File: config.mk
export PLATFORM = sky130hd
export DESIGN_NAME = labelled_egress
export DESIGN_NICKNAME = d
export VERILOG_FILES = /design/src/rtl/labelled_egress.sv
export SDC_FILE = /design/constraint.sdc
export NUM_CORES = 1
export LEC_CHECK = 0
export ABC_CLOCK_PERIOD_IN_PS = 4200
export CAP_MARGIN = 0
export CELL_PAD_IN_SITES_DETAIL_PLACEMENT = 0
export CELL_PAD_IN_SITES_GLOBAL_PLACEMENT = 1
export CORE_UTILIZATION = 33
export CTS_CLUSTER_DIAMETER = 80
export CTS_CLUSTER_SIZE = 20
export DETAILED_ROUTE_END_ITERATION = 6
export PLACE_DENSITY_LB_ADDON = 0.1
export SETUP_SLACK_MARGIN = 0.5
export SYNTH_ARGS = -nofsm -noshare
export SYNTH_HDL_FRONTEND = slang
export SYNTH_SLANG_ARGS = --single-unit
File: constraint.sdc
create_clock -name clk -period 4.2 [get_ports clk]
set_input_delay 0.63 -clock clk [delete_from_list [all_inputs] [get_ports clk]]
set_output_delay 0.63 -clock clk [all_outputs]
set_load 0.01 [all_outputs]
File: src/rtl/labelled_egress.sv
// labelled_egress
//   Receiving end of a labelled-data link. (label, data) pairs are buffered in
//   a small FIFO and released to a downstream port that has its own clearance.
//   A head word whose label exceeds the clearance is either released with its
//   data forced to zero (SCRUB=1) or held at the head (SCRUB=0).
//
// Ports
//   clk, rst       clock, synchronous active-high reset
//   in_valid/ready upstream handshake; in_lbl/in_data is the incoming pair
//   out_clr        receiver clearance (0 = L, 1 = H)
//   out_valid/ready downstream handshake; out_lbl/out_data is the head pair
//   out_scrubbed   presented word has been scrubbed to zero
//   out_blocked    head is held because its label exceeds clearance
//   scrub_cnt      saturating count of scrub or block events
//   count          FIFO occupancy
module labelled_egress #(
    parameter int DW    = 8,
    parameter int DEPTH = 4,
    parameter int CW    = 8,
    parameter int SCRUB = 1
) (
    input  logic                         clk,
    input  logic                         rst,
    input  logic                         in_valid,
    output logic                         in_ready,
    input  logic                         in_lbl,
    input  logic [DW-1:0]                in_data,
    input  logic                         out_clr,
    output logic                         out_valid,
    input  logic                         out_ready,
    output logic                         out_lbl,
    output logic [DW-1:0]                out_data,
    output logic                         out_scrubbed,
    output logic                         out_blocked,
    output logic [CW-1:0]                scrub_cnt,
    output logic [$clog2(DEPTH+1)-1:0]   count
);

    localparam int AW   = $clog2(DEPTH);
    localparam int CNTW = $clog2(DEPTH+1);
    localparam logic [CNTW-1:0] DEPTH_C = CNTW'(DEPTH);
    localparam logic SCRUB_EN = (SCRUB != 0);

    // Saturating increment for the event counter.
    function automatic logic [CW-1:0] sat_inc(input logic [CW-1:0] v);
        return (v == {CW{1'b1}}) ? v : v + 1'b1;
    endfunction

    // Each entry is {lbl, data}; both halves are always written together.
    logic [DW:0]    mem [DEPTH];
    logic [AW-1:0]  wr_ptr;
    logic [AW-1:0]  rd_ptr;
    logic           blocked_q;

    logic [DW:0]    head;
    logic           head_lbl;
    logic [DW-1:0]  head_data;
    logic           nonempty;
    logic           allowed;
    logic           push;
    logic           pop;
    logic           cnt_inc;

    always_comb begin
        head         = mem[rd_ptr];
        head_lbl     = head[DW];
        head_data    = head[DW-1:0];
        nonempty     = (count != '0);
        allowed      = !head_lbl || out_clr;

        in_ready     = (count < DEPTH_C);
        out_valid    = nonempty && (allowed || SCRUB_EN);
        out_lbl      = nonempty ? head_lbl : 1'b0;
        out_data     = (nonempty && allowed) ? head_data : '0;
        out_scrubbed = nonempty && !allowed && SCRUB_EN;
        out_blocked  = nonempty && !allowed && !SCRUB_EN;

        push         = in_valid && in_ready;
        pop          = out_valid && out_ready;

        // Held heads are counted once, on the cycle they first become blocked;
        // a blocked head cannot pop, so a continuous block is a single head.
        cnt_inc      = SCRUB_EN ? (pop && out_scrubbed) : (out_blocked && !blocked_q);
    end

    always_ff @(posedge clk) begin
        if (rst) begin
            for (int i = 0; i < DEPTH; i++) begin
                mem[i] <= '0;
            end
            wr_ptr    <= '0;
            rd_ptr    <= '0;
            count     <= '0;
            scrub_cnt <= '0;
            blocked_q <= 1'b0;
        end else begin
            if (push) begin
                mem[wr_ptr] <= {in_lbl, in_data};
                wr_ptr      <= wr_ptr + 1'b1;
            end
            if (pop) begin
                rd_ptr <= rd_ptr + 1'b1;
            end
            case ({push, pop})
                2'b10:   count <= count + 1'b1;
                2'b01:   count <= count - 1'b1;
                default: count <= count;
            endcase
            if (cnt_inc) begin
                scrub_cnt <= sat_inc(scrub_cnt);
            end
            blocked_q <= out_blocked;
        end
    end

endmodule

# [After elaboration in Yosys (flattened, before gate mapping)]
# Memories as Yosys holds them, arrays and structs flattened. A register that Yosys moved wholly into a read port is not among the register bits.
# Index checks and enable logic that the tools add are counted.
[word_totals] out_inout_bits=24 regBits=15 mem_bits_rw=36 input_bits=14 mem_count=1
[mem_list] name="mem" depth=4 width=9 rd=1 rd_clocked_by_memory_dff=1 wr=4 line_no="50" rtl="logic [DW:0] mem [DEPTH];"
[op_classes] order_cmp=1 n_eq_ne=3 bitwise=1 addsub=5 muxes=13 reduce_logical=12
[ops] op="9-bit two-way mux" n=1
[ops] op="9-bit OR reduction" n=1
[ops] op="8-bit by 1-bit adder with 8-bit output, second input constant" n=1
[ops] op="8-bit == test, second input constant" n=1
[ops] op="8-bit two-way mux" n=1
[ops] op="1-bit two-way mux" n=7
[ops] op="2-bit two-way mux" n=3
[ops] op="3-bit one-hot mux with 2 select lines" n=1
[ops] op="1-bit logical AND" n=5
[ops] op="2-bit by 1-bit adder with 2-bit output, second input constant" n=2
[ops] op="3-bit by 1-bit adder with 3-bit output, second input constant" n=1
[ops] op="3-bit less-than comparator, second input constant" n=1
[ops] op="3-bit nonzero test" n=1
[ops] op="3-bit by 1-bit subtractor with 3-bit output, second input constant" n=1
[ops] op="2-bit by 1-bit == test with 1-bit output, second input constant" n=1
[ops] op="2-bit == test, second input constant" n=1
[ops] op="1-bit zero test" n=2
[ops] op="2-bit AND reduction" n=1
[ops] op="2-bit nonzero test" n=1
[ops] op="1-bit logical OR" n=1
[ops] op="1-bit inverter" n=1

# [Logic depth before layout (Yosys ltp)]
# Gate-level depths: netlist of run 1.
[logic_depth] depth_word=7 mapped_depth=8 ltp_nobuf=8

# [Least setup slack after synthesis of run 1]
# Ideal clock, no wire load.
[synth_timing] kind="register to output" start="register with a tool-made name" end="output port out_data[0]" stages_incl_launch_ff=4 slack_ps=2001 t_arrival_ps=1569 required_time_ps=3570 cell_sequence="dfxtp_1 > buf_1 > mux4_1 > and3_1"
[synth_lines] item="to (decl)" line_no="32" rtl="output logic [DW-1:0] out_data,"

==> results.md, run 1 <==
- Post-route cell area: just under 3000 sq um
- Most frequent cell after synthesis: edfxtp_1
- Area contributors post-synth: edfxtp_1 (44%), dfxtp_1 (14%), mux4_2 (4.6%)
- Worst setup EP type: output port
- I/O Buffers: 36
- Fmax: 302.5 MHz
- Vias: roughly 1.6k
- Setup_tns: 0 ns
- Die width: between 80 and 90 um
- CTS sink count: 53
- RSZ-0062 raised after global routing: false
- Initial antenna violation count: 0
- Sequential share of the synthesized area: about three fifths
- Fin crit share: 78.70%
- CTS Buffer Depth: 2
- CP Class: register to output port
- Crit path launch type: register
- Via-to-Cell Ratio: between 4 and 5
- Core ar.: just under 7000 sq um
- Worst Path Max Fanout: 14
- Core Rows: 30
- Synthesized area per cell: between 10 and 15 sq um
- Tmin final: around 3.3 ns
- Final Hold Fails: 0
- Dpl cells: ~330
- Syn_nets: ~220
- Synth area leader: edfxtp_1
- Clock root buffer: clkbuf_8
- Fin nets: 260
- Routed length per instance: between 10 and 15 um
- Vias in the first global route: between 1.5k and 2k
- First-pass GRT wire length: slightly below 8000 um
- Hold_buf cts: 0
- Global placement routability congestion: 0.6822
- Final setup violation count: 0
- Hold Path Class: register to register
- Fin cells: 340
- Post-CTS setup buffers: 0
- Slew Limit Headroom: about a third
- IO Count: 38
- Initial core utilization: approximately a third
- WL final: roughly 5100 um
- Share of cells above drive strength 1: under 10%
- Die area: between 7000 and 8000 sq um
- Post-synthesis register bit count: 53
- Critical Path RT: roughly 3.6 ns
- Num CTS Buffers: 5
- Skew-Pair Late Insertion Delay: 0.30 ns
- Htree depth: 2
- Antenna-violating nets left: 0
- Drc violations: 0
- Total global routing overflow: 0
- DP HPWL: ~3400 um
- Pwr Density: roughly 500 nW/um^2
- Worst VDD drop: between 0.15 and 0.2 mV
- Max Cap Viol: 0
- Yosys synthesis warning count: 0
- CTS tree: done
- Status: completed
- Clock slew at reported path FFs: approximately 0.10 ns
- Final clock skew: between 0.01 and 0.015 ns
- Area delta synth->final: 22.04%
- TritonRoute pass-1 iters: 4
- Initial DRC count: 77
- Number of diodes: 0
- Total power: around 0.0015 W
- Yosys top cell area share: 44.49%
- Final slew viol count: 0
- Synth async-reset ratio: 0%
- Commonest cells post-synth: edfxtp_1 (36), nor2_1 (30), dfxtp_1 (17), inv_1 (17), nand2_1 (13)
- Post-CTS Resized: 0
- Post-synthesis cell count: 207
- Largest net degree at the start of global routing: 23
- Placed cell areas: 2879 sq um
- Post-synth EDFFs: 36
- Post-synth cell types: 43
- Pleak: roughly 1.1 nW
- Die H: 87.81 um
- Prevailing post-synth register cell: edfxtp_1
- Total GRT Usage: between 10 and 15%
- CP arrival: between 2 and 3 ns
- Min Hold Slack: 0.4854 ns
- Post-Syn Area: 2430 sq um
- Worst slew pin tran: 0.9747 ns
==> per-stage QoR <==
| stage | worst slack, ns | util (%) |
|---|---|---|
| after floorplan | 2.001 | - |
| after global placement | 0.9757 | 41.46 |
| after detailed placement | 0.9813 | 41.46 |
| after CTS | 0.8238 | 42.70 |
| after global routing | 0.6953 | 42.70 |
| final | 0.8946 | 42.70 |
==> layer usage <==
metal / track usage, % / part of all wire [%]
met1: 20.46 / 49
met2: 22.06 / 47
met5: 0 / 0
met3: 2.922 / 3.4
met4: 3.577 / 0.55
==> report_power, final <==
part           internal, W  total (W)  leakage [nW]  switching, W
Combinational     0.000265   0.000525         0.530      0.000260
Clock             0.000116   0.000285        0.0455      0.000169
Sequential        0.000635   0.000705         0.513     0.0000694
Total              0.00102    0.00151          1.09      0.000498
==> cell families after synthesis <==
| family | count (synthesis) | share of synthesized area (%) |
|---|---|---|
| mux | 10 | 8.754 |
| xor+xnor | 6 | 2.163 |
| flops | 53 | 58.50 |
| simple gates | 82 | 17.04 |
| other cells | 1 | 0.1543 |
| compound gates | 26 | 7.003 |
| buf+inv | 26 | 4.531 |
| fa+ha+maj | 3 | 1.854 |
==> final timing paths <==
check | startpoint | cells past startpoint | slack, ns | endpoint
worst min-delay path | scrub_cnt[6] | 2 | 0.49 | scrub_cnt[6]
worst max-delay path | register | 4 | 0.89 | out_data[0]
worst min register to register | scrub_cnt[6] | 2 | 0.49 | scrub_cnt[6]
worst max register to register | register | 5 | 1.99 | scrub_cnt[6]
==> worst max-delay path, stage by stage, from the launching register on <==
cell,delay (ns)
dfxtp_1,0.64
mux2_2,0.42
a2bb2oi_2,0.48
and3_1,0.28
clkdlybuf4s50_1,0.55
==> cell type report <==
| type | count | area, sq um |
|---|---|---|
| Sequential cell | 53 | 1421 |
| Tap cell | 96 | 120.1 |
| Clock inverter | 3 | 17.52 |
| Multi-Input combinational cell | 128 | 898.4 |
| Inverter | 17 | 63.81 |
| Clock buffer | 5 | 68.82 |
| Timing Repair Buffer | 38 | 375.4 |
| Fill cell | 664 | 3979 |
==> flip-flops by register name, summed over array words and instances, names as in the netlist, named ones only <==
name / flops
scrub_cnt: 8
wr_ptr: 2
count: 3
mem: 36
rd_ptr: 2
==> layout by cell type (no fill, tap or decap), drive strengths merged, types with 3 or more instances in the layout <==
master	instances
a21oi	9
and2	9
and3	8
clkbuf	5
clkdlybuf4s50	36
clkinv	3
dfxtp	17
edfxtp	36
inv	17
mux4	8
nand2	13
nand2b	3
nand3	3
nor2	30
o21ai	5
o31ai	4
or3	3
or4	4
xor2	4
(Power assumes the default switching activity.)
==> run 2: changes to the inputs <==
--- a/config.mk
+++ b/config.mk
@@ -5,7 +5,7 @@
 export SDC_FILE = /design/constraint.sdc
 export NUM_CORES = 1
 export LEC_CHECK = 0
-export ABC_CLOCK_PERIOD_IN_PS = 4200
+export ABC_CLOCK_PERIOD_IN_PS = 3080
 export CAP_MARGIN = 0
 export CELL_PAD_IN_SITES_DETAIL_PLACEMENT = 0
 export CELL_PAD_IN_SITES_GLOBAL_PLACEMENT = 1
==> constraint.sdc (replaced) <==
create_clock -name clk -period 3.08 [get_ports clk]
set_input_delay 0.462 -clock clk [delete_from_list [all_inputs] [get_ports clk]]
set_output_delay 0.462 -clock clk [all_outputs]
set_load 0.01 [all_outputs]
==> results.md, run 2 (synthesized netlist as in run 1, its figures left out) <==
- Critical Path RT: approximately 2.6 ns
- TritonRoute pass-1 iters: 4
- Core Rows: 30
- Hold Path Class: register to register
- Clock power share: between 20% and 30%
- Area delta synth->final: 30.54%
- Largest net degree at the start of global routing: 23
- Fin cells: 353
- Fin crit share: 82.21%
- Die area: 7711 sq um
- Vias: 1,676
- Via-to-Cell Ratio: between 4 and 5
- Worst VDD drop: roughly 0.29 mV
- Routed length per instance: 14.83 um
- Antenna-violating nets left: 0
- Final clock skew: 0.006677 ns
- Placed cell areas: around 2900 sq um
- Core ar.: about 6900 sq um
- CTS Buffer Depth: 2
- Vias in the first global route: 1,633
- Pwr Density: around 710 nW/um^2
- Final slew viol count: 0
- Status: completed
- I/O Buffers: 36
- CTS tree: done
- Share of cells above drive strength 1: between 10% and 20%
- Dpl cells: 340
- Gate power share: a little under two fifths
- Post-route cell area: around 3200 sq um
- Die H: approximately 88 um
- FILL cells: 665
- Skew-Pair Late Insertion Delay: about 0.30 ns
- Crit path launch type: primary input
- Commonest non-fill, non-tap cell in the layout: edfxtp_1
- Hold_buf cts: 0
- Initial DRC count: between 60 and 70
- Die width: 87.81 um
- Setup_tns: 0 ns
- Global placement routability congestion: ~0.66
- Pleak: 1.236 nW
- Slew Limit Headroom: between 60% and 70%
- Clock slew at reported path FFs: ~0.090 ns
- Top flop regs: mem: 36 flops, scrub_cnt: 8 flops, count: 3 flops
- CP Class: primary input to output port
- Final Hold Fails: 0
- WL final: ~5200 um
- Total power: roughly 0.0023 W
- Drc violations: 0
- Total global routing overflow: 0
- Net Sw Frac: 31.54%
- Flop-to-flop setup slack: between 1 and 1.5 ns
- Worst setup EP type: output port
- Worst Path Max Fanout: 5
- Worst slew pin tran: around 0.53 ns
- CTS sink count: 53
- Fin nets: approximately 270
- Final setup violation count: 0
- Max FFs per register: 36
- Commonest cells after routing, fill and taps aside: edfxtp_1 (36), clkdlybuf4s50_1 (32), nor2_1 (29)
- P_int: about 0.0016 W
- DP HPWL: around 3400 um
- Htree depth: 2
- Fmax: 394.9 MHz
- Reg power frac: 41.8%
- Total GRT Usage: around 15%
- Max Cap Viol: 0
- Tmin final: 2.532 ns
- Clock root buffer: clkbuf_8
- Initial core utilization: approximately a third
- CP arrival: a little over 2 ns
- IO Count: 38
- Number of diodes: 0
- RSZ-0062 raised after global routing: true
- Num CTS Buffers: 5
- Biggest register: mem
- First-pass GRT wire length: 8328 um
- Switching power: ~0.0007 W
- Initial antenna violation count: 0
## run 2: cell type report
cell class              count  area, sq um  share of cell area (%)
clock buffers               6        72.57                   2.288
clock inverters             2        38.79                   1.223
inverters                  17        63.81                   2.012
multi-input cells         129        972.2                   30.65
flip-flops and latches     53         1429                   45.05
well taps                  96        120.1                   3.787
repair buffers             50        475.5                   14.99
## run 2: path summary, 6_finish.rpt
path / start / end / cells past startpoint
min reg2reg: scrub_cnt[6] / scrub_cnt[6] / 2
max: out_clr / out_data[5] / 5
min: scrub_cnt[6] / scrub_cnt[6] / 2
max reg2reg: count[2] / count[2] / 8
## run 2: per-stage QoR
| stage | utilization [%] | worst slack [ns] | hold slack [ns] |
|---|---|---|---|
| finish | 45.68 | 0.5478 | 0.4867 |
| global route | 45.68 | 0.4949 | 0.5243 |
| global placement | 42.32 | 0.2891 | 0.4730 |
| CTS | 45.08 | 0.5004 | 0.4934 |
| floorplan | - | 1.049 | 0.4847 |
| detailed placement | 42.32 | 0.2900 | 0.4783 |
## run 2: power groups by stage
stage | clock (W) | combinational, W | sequential (W)
after floorplan | 0 | 0.000452 | 0.000933
after global placement | 0 | 0.000785 | 0.000959
after detailed placement | 0 | 0.000782 | 0.000962
after CTS | 0.000489 | 0.000838 | 0.000956
after global routing | 0.000519 | 0.000923 | 0.000963
final | 0.000471 | 0.000847 | 0.000947
## run 2: repair_timing
item / 4_1_cts / 5_1_grt
resized for setup: 15 / 4
cloned: 1 / 0
endpoints found under the hold margin: 0 / 0
setup endpoints to repair: 9 / 7
pin swaps: 1 / 1
setup buffers: 0 / 4
## run 2: layer usage
metal	wire length [um]	track usage [%]
met1	2507	19.38
met2	2519	24.59
met3	181	3.582
met4	26	4.024
met5	0	0
## run 2: critical path, stage by stage
cell and delay (ns):
clkdlybuf4s50_1 0.50, nand2b_4 0.18, a2bb2oi_4 0.22, and3_1 0.18, clkdlybuf4s50_1 0.53
==> run 3: changes to the inputs <==
--- a/config.mk
+++ b/config.mk
@@ -5,7 +5,7 @@
 export SDC_FILE = /design/constraint.sdc
 export NUM_CORES = 1
 export LEC_CHECK = 0
-export ABC_CLOCK_PERIOD_IN_PS = 3080
+export ABC_CLOCK_PERIOD_IN_PS = 2400
 export CAP_MARGIN = 0
 export CELL_PAD_IN_SITES_DETAIL_PLACEMENT = 0
 export CELL_PAD_IN_SITES_GLOBAL_PLACEMENT = 1
==> constraint.sdc (replaced) <==
create_clock -name clk -period 2.4 [get_ports clk]
set_input_delay 0.36 -clock clk [delete_from_list [all_inputs] [get_ports clk]]
set_output_delay 0.36 -clock clk [all_outputs]
set_load 0.01 [all_outputs]
==> results.md, run 3 (synthesized netlist as in run 1, its figures left out) <==
- Drc violations: 0
- Status: completed
- First-pass GRT wire length: between 8000 and 9000 um
- Area delta synth->final: 37.74%
- Post-route cell area: between 3000 and 4000 sq um
- CTS tree: done
- Critical Path RT: 2.04 ns
- Final clock skew: 0.01165 ns
- Placed cell areas: between 2000 and 3000 sq um
- TritonRoute pass-1 iters: 4
- Commonest cells after routing, fill and taps aside: edfxtp_1 (36), nor2_1 (28), clkdlybuf4s50_1 (22)
- Hold path depth: 2
- Die width: between 80 and 90 um
- Busiest grt layer: met2
- CTS Buffer Depth: 2
- Clock slew at reported path FFs: 0.10 ns
- IO Count: 38
- Worst slew pin tran: between 0.6 and 0.7 ns
- Hold_buf cts: 0
- Pleak: 1.311 nW
- DP HPWL: roughly 3500 um
- Antenna-violating nets left: 0
- Vias: 1,726
- Hold Path End: scrub_cnt[6]
- Final setup violation count: 0
- Initial DRC count: between 50 and 60
- Max Cap Viol: 0
- Fin nets: ~290
- Commonest non-fill, non-tap cell in the layout: edfxtp_1
- Htree depth: 2
- Worst Path Max Fanout: 4
- Grt met1 use: just over 20%
- Clock root buffer: clkbuf_8
- Worst setup EP type: output port
- RSZ-0062 raised after global routing: true
- Max FFs per register: 36
- Via-to-Cell Ratio: 4.716
- Reg2Reg Depth: 7
- M3 GR Usage: around 3.5%
- Flop-to-flop setup slack: around 0.44 ns
- Number of diodes: 0
- Initial antenna violation count: 0
- Share of cells above drive strength 1: 32.22%
- Skew-Pair Late Insertion Delay: roughly 0.31 ns
- Biggest register: mem
- Final Hold Fails: 0
- Worst VDD drop: 0.4155 mV
- CTS sink count: 53
- CP Class: register to output port
- Pre-CTS WS: -0.1726 ns
- WL final: around 5400 um
- I/O Buffers: 36
- Setup WS post-layout: roughly 0.39 ns
- Core ar.: 6944 sq um
- Vias in the first global route: around 1.7k
- Fmax: 497.2 MHz
- Largest net degree at the start of global routing: 18
- Die area: approximately 7700 sq um
- Slew Limit Headroom: 58.35%
- Final slew viol count: 0
- Total GRT Usage: 15.33%
- Global placement routability congestion: roughly 0.71
- Total power: 0.003197 W
- Routed length per instance: ~15 um
- Hold_sp: scrub_cnt[6]
- GR Util met2: between 20 and 30%
- Core Rows: 30
- CP arrival: 1.65 ns
- Hold Path Class: register to register
- Fin crit share: 83.81%
- Crit path launch type: register
- Num CTS Buffers: 5
- Finished Core Util: 48.20%
- Top flop regs: mem: 36 flops, scrub_cnt: 8 flops, count: 3 flops
- Tmin final: roughly 2 ns
- Initial core utilization: 34.99%
- Total global routing overflow: 0
- R2R Path End: scrub_cnt[6]
- Pwr Density: approximately 960 nW/um^2
- Die H: 87.81 um
-- run 3: worst max-delay path by stage --
| stage | end | slack (ns) | cells past startpoint |
|---|---|---|---|
| floorplan | count[2] | 0.51 | 7 |
| global placement | out_scrubbed | -0.16 | 6 |
| detailed placement | out_scrubbed | -0.17 | 6 |
| CTS | out_data[0] | 0.38 | 5 |
| global route | out_data[7] | 0.32 | 5 |
| finish | out_data[1] | 0.39 | 5 |
-- run 3: per-layer routing --
layer,share of wire (%),vias up
li1,-,856
met1,46,838
met2,50,25
met3,2.8,7
met4,1.0,0
met5,0,-
-- run 3: timing repair --
| action | in CTS | in global routing |
|---|---|---|
| pin swaps | 2 | 10 |
| setup buffers | 9 | 6 |
| endpoints found under the setup margin | 13 | 18 |
| resized for setup | 67 | 32 |
-- run 3: cell type report --
type                            count  area [sq um]
Clock buffer                        5         68.82
Fill cell                         652          3597
Clock inverter                      3         43.79
Sequential cell                    53          1440
Tap cell                           96         120.1
Multi-Input combinational cell    128          1020
Timing Repair Buffer               64         590.6
Inverter                           17         63.81
-- run 3: where the power goes --
part           switching (W)  internal (W)  total [W]
clock network       0.000303      0.000313   0.000616
registers          0.0000891       0.00113    0.00122
logic               0.000632      0.000729    0.00136
total                0.00102       0.00217    0.00320
-- run 3: through the flow --
step	hold WS [ns]	cells	setup TNS (ns)
detailed placement	0.4768	343	-1.092
finish	0.4942	366	0
floorplan	0.4847	207	0
global placement	0.4772	343	-1.028
global route	0.5289	366	0
CTS	0.4966	360	0
-- run 3: worst max-delay path, cell delays in order, from the launching register on --
cell       delay (ns)
dfxtp_4          0.39
mux2_4           0.32
a2bb2oi_4        0.23
buf_6            0.14
and3_4           0.17
buf_6            0.09
==> RTL change 1: new RTL, flow settings as in run 2 <==
Set the parameter `CW` to 12 (it was 8).
--- a/src/rtl/labelled_egress.sv
+++ b/src/rtl/labelled_egress.sv
@@ -17,5 +17,5 @@
     parameter int DW    = 8,
     parameter int DEPTH = 4,
-    parameter int CW    = 8,
+    parameter int CW    = 12,
     parameter int SCRUB = 1
 ) (
Ports: changed (resized scrub_cnt); port bits go from 38 to 42. The function was not compared with the original's and may differ.
==> RTL change 1 against run 2 <==
Total power is 16% higher; setup slack better by 0.021 ns; core utilization is 0.086 points lower; via count is 19% higher; sequential cell count is 4 higher; cell area is 13% higher; largest cell class unchanged; sequential power is 4.3% higher; combinational power is 4.8% higher; wire length is 23% higher; synthesized area is 13% higher.
==> RTL change 1: results (changes against run 2) <==
[outcome]
status = completed

[yosys]
synth_fa_ha_area_share_pct = 1.638  ; -0.22 points
synthTopCellsByCount = 36 x edfxtp_1, 36 x nor2_1, 21 x dfxtp_1
synth_nets = 264  ; +18%
synth_compound_area_share_pct = 5.096  ; -1.9 points
synth-xor-area-share_pct = 1.911  ; -0.25 points
synth_seq_area_share_pct = 54.60  ; -3.9 points

[finish]
drive_gt1_share_pct = 15.36  ; +0.18 points
layout.nets = 318  ; +16%

[sta]
worst_pin_slew_ns = 0.9552  ; +0.4286 ns
finalClockSkew_ns = 0.007337  ; +0.0006593 ns
whs_ns = 0.5137  ; +0.02697 ns

[drt]
dr.first_iter.drc_count = 79  ; +18%
wl_met1_um = 3140  ; +25%
wirelength_um = 6433  ; +23%

[place]
place_area_um2 = 3298  ; +12%
gp_congestion = 0.7145  ; +8.3%

[power]
ir_drop_uv = 255.9  ; -11%

[global_routing]
track_usage_pct = 16.66  ; +1.8 points
grt_max_degree = 18  ; -22%

[clocking]
clk_pin_slew_worst_paths_ns = 0.07  ; -0.02 ns

[setup_path]
crit_fanout = 8  ; +3
r2r_slack_ns = 0.89  ; -0.13 ns
r2r_cells = 11  ; +3
worstPathArrival_ns = 2.05  ; -0.02 ns

[hold_path]
hp-start = scrub_cnt[0]

[RTL change 1: cell count changes after synthesis, moves of 4 or more]
cell	change
a21oi_1	-4
dfxtp_1	+4
mux2_1	+4
nand3_1	+6
nor2_1	+6
nor2b_1	+5
nor4_1	+5
[RTL change 1: per-layer routing]
layer	up-vias	GRT usage, %
met5	-	0
met4	0	4.615
met3	2	5.447
met2	28	26.29
met1	982	21.90
li1	986	-
[RTL change 1: cell families after synthesis]
| group | after synthesis |
|---|---|
| buffers and inverters | 32 |
| other | 1 |
| xor gates and xnor gates | 6 |
| muxes | 17 |
| DFF | 57 |
| and+or+nand+nor | 112 |
| AOI/OAI and AO/OA | 19 |
| adders and majority gates | 3 |
[RTL change 1: timing repair]
item	in CTS	in global routing
pin swaps	1	0
endpoints found under the setup margin	9	8
setup buffers	2	1
resized for setup	6	13
[RTL change 1: area by class of cell]
class,count,area share [%]
flip-flops and latches,57,41.96
inverters,20,2.088
repair buffers,55,15.03
multi-input cells,158,31.56
clock buffers,9,3.445
well taps,102,3.549
clock inverters,7,2.366
[RTL change 1: through the flow]
| stage | setup WS [ns] | cells | power, µW | utilization (%) |
|---|---|---|---|---|
| 6_report | 0.5688 | 408 | 2623 | 45.59 |
| 5_1_grt | 0.4997 | 408 | 2789 | 45.59 |
| 4_1_cts | 0.5003 | 407 | 2659 | 44.91 |
| 3_5_place_dp | 0.3169 | 389 | 1867 | 41.81 |
| 3_3_place_gp | 0.3277 | 389 | 1869 | 41.81 |
| 2_1_floorplan | 0.9160 | 247 | 1473 | - |
[RTL change 1: power breakdown]
| group | total [µW] | internal (µW) | switching, µW |
|---|---|---|---|
| clock network | 748 | 447 | 301 |
| logic | 888 | 440 | 447 |
| registers | 988 | 924 | 63.8 |
[RTL change 1: how the worst max path moves through the flow]
stage                  start          end  slack, ns  cells past startpoint
finish                  flop  out_data[1]       0.57                      4
global route            flop  out_data[1]       0.50                      4
CTS                     flop  out_data[0]       0.50                      4
detailed placement   out_clr  out_data[2]       0.32                      5
global placement     out_clr  out_data[6]       0.33                      5
floorplan           count[2]     count[2]       0.92                     11
[RTL change 1: critical path, stage by stage, from the launching register on]
cell and delay [ns]:
dfxtp_4 0.39, buf_8 0.16, mux4_2 0.51, and3_1 0.19, clkdlybuf4s50_1 0.47
==> RTL change 2: new RTL, flow settings as in run 2 <==
Without the edit above. Register the output `scrub_cnt` once more, with the module's reset; this adds one clock of latency there. The other outputs are not delayed to match.
--- a/src/rtl/labelled_egress.sv
+++ b/src/rtl/labelled_egress.sv
@@ -41,4 +41,6 @@
     localparam logic [CNTW-1:0] DEPTH_C = CNTW'(DEPTH);
     localparam logic SCRUB_EN = (SCRUB != 0);
+
+    logic [CW-1:0] scrub_cnt_s0;
 
     // Saturating increment for the event counter.
@@ -92,5 +94,5 @@
             rd_ptr    <= '0;
             count     <= '0;
-            scrub_cnt <= '0;
+            scrub_cnt_s0 <= '0;
             blocked_q <= 1'b0;
         end else begin
@@ -108,5 +110,5 @@
             endcase
             if (cnt_inc) begin
-                scrub_cnt <= sat_inc(scrub_cnt);
+                scrub_cnt_s0 <= sat_inc(scrub_cnt_s0);
             end
             blocked_q <= out_blocked;
@@ -114,4 +116,12 @@
     end
 
+    always_ff @(posedge clk) begin
+        if (rst) begin
+            scrub_cnt <= '0;
+        end else begin
+            scrub_cnt <= scrub_cnt_s0;
+        end
+    end
+
 endmodule
 
Formal check against the unedited RTL: not equivalent (Yosys sat finds a counterexample within 4 cycles, from zero or initial values and one cycle with rst high).
==> RTL change 2 against run 2 <==
Cell area increased by 8.5%; clock power increased by 61%; register-to-register slack got worse by 0.17 ns; non-clock buffer count decreased by 3; wire length increased by 5.7%; largest power group unchanged; setup slack improved by 0.011 ns; largest cell class unchanged; sequential cell count increased by 8; worst hold slack improved by 0.017 ns; critical path depth increased by 1; total power increased by 14%; cell count increased by 4.5%; first-iteration DRC count increased by 12%; synthesized area increased by 9.7%.
==> RTL change 2: results (changes against run 2) <==
[finish]
inverters = 8  ; -9
clock_buffers = 10  ; +4
multi_input_gates = 135  ; +4.7%
multi_input_area_um2 = 1045  ; +7.5%
seqCellArea_um2 = 1587  ; +11%
bufAreaShareNonClock_pct = 13.01  ; -2.0 points
seq_share_pct = 46.09  ; +1.0 points
fin_cells = 369  ; +4.5%
fillers = 764  ; +15%
reg_top3 = mem x36, scrub_cnt x8, scrub_cnt_s0 x8
buffers = 47  ; -6.0%
layout.nets = 279  ; +2.2%
clk_share_pct = 5.961  ; +2.5 points
drive_gt1_share_pct = 17.98  ; +2.8 points

[drt]
route.met2.wl_um = 2488  ; -1.2%
wl_met1_um = 2692  ; +7.4%
dr_wl_met3_um = 228  ; +26%
viasPerCell = 4.778  ; +0.63%
wirelength_um = 5530  ; +5.7%

[place]
placedCellCount = 350  ; +2.9%
pre_cts_slack_ns = 0.4539  ; +0.1639 ns
gp_congestion = 0.6601  ; about the same
dp.final_hpwl_um = 3654  ; +7.4%
place_area_um2 = 3177  ; +8.1%

[global_routing]
grt_max_degree = 26  ; +13%
track_usage_pct = 14.43  ; -0.39 points
first_global_vias = 1689  ; +3.4%
met1_usage_pct = 20.10  ; +0.72 points
grt_pass1_wl_um = 8921  ; +7.1%
use_met2_pct = 21.02  ; -3.6 points
use_met3_pct = 3.400  ; -0.18 points

[clocking]
postCtsSetupBuffers = 1  ; +1
insertion_delay_ns = 0.34  ; +0.04 ns
cts_buffers = 9  ; +4
clk_pin_slew_worst_paths_ns = 0.07  ; -0.02 ns
cts-htree-levels = 3  ; +1

[yosys]
synth.distinct_cells = 42  ; -2.3%
synthTopCellsByCount = 36 x and2_1, 36 x edfxtp_1, 25 x dfxtp_1
synth_nets = 228  ; +1.8%
synth.avg_cell_area_um2 = 12.64  ; +7.7%
synth_area_leaders = edfxtp_1 41%, dfxtp_1 19%, and2_1 8.4%
synth_seq_area_share_pct = 59.31  ; +0.82 points

[floorplanning]
rows = 32  ; +6.7%

[sta]
worst_pin_slew_ns = 0.6191  ; +0.09244 ns
finalClockSkew_ns = 0.01007  ; +0.003391 ns

[power]
cellLeakagePower_uw = 0.001325  ; +7.2%
ir_drop_uv = 262.7  ; -8.5%

[outcome]
status = completed

-- RTL change 2: path summary, 6_finish.rpt --
path	slack, ns	startpoint	cells after the start	endpoint
hold / removal	0.50	scrub_cnt_s0[7]	2	scrub_cnt[7]
hold reg to reg	0.50	scrub_cnt_s0[7]	2	scrub_cnt[7]
setup / recovery	0.56	out_clr	6	out_data[1]
setup reg to reg	0.85	count[2]	8	count[2]
-- RTL change 2: kinds of logic (layout without fill, tap and decap cells) --
logic type                 count (synthesis)  in the layout  share of synthesized area (%)
adders and majority gates                  3              3                          1.689
AOI/OAI and AO/OA                         16             16                          4.176
DFF                                       61             61                          59.31
other                                      1              1                         0.1406
and+or+nand+nor                           94             94                          20.51
muxes                                     15             15                          9.667
xor gates and xnor gates                   6              6                          1.971
buffers and inverters                     15             71                          2.534
-- RTL change 2: power by group --
| part | switching [µW] | internal (µW) |
|---|---|---|
| clock network | 312 | 448 |
| registers | 66.4 | 968 |
| logic | 382 | 407 |
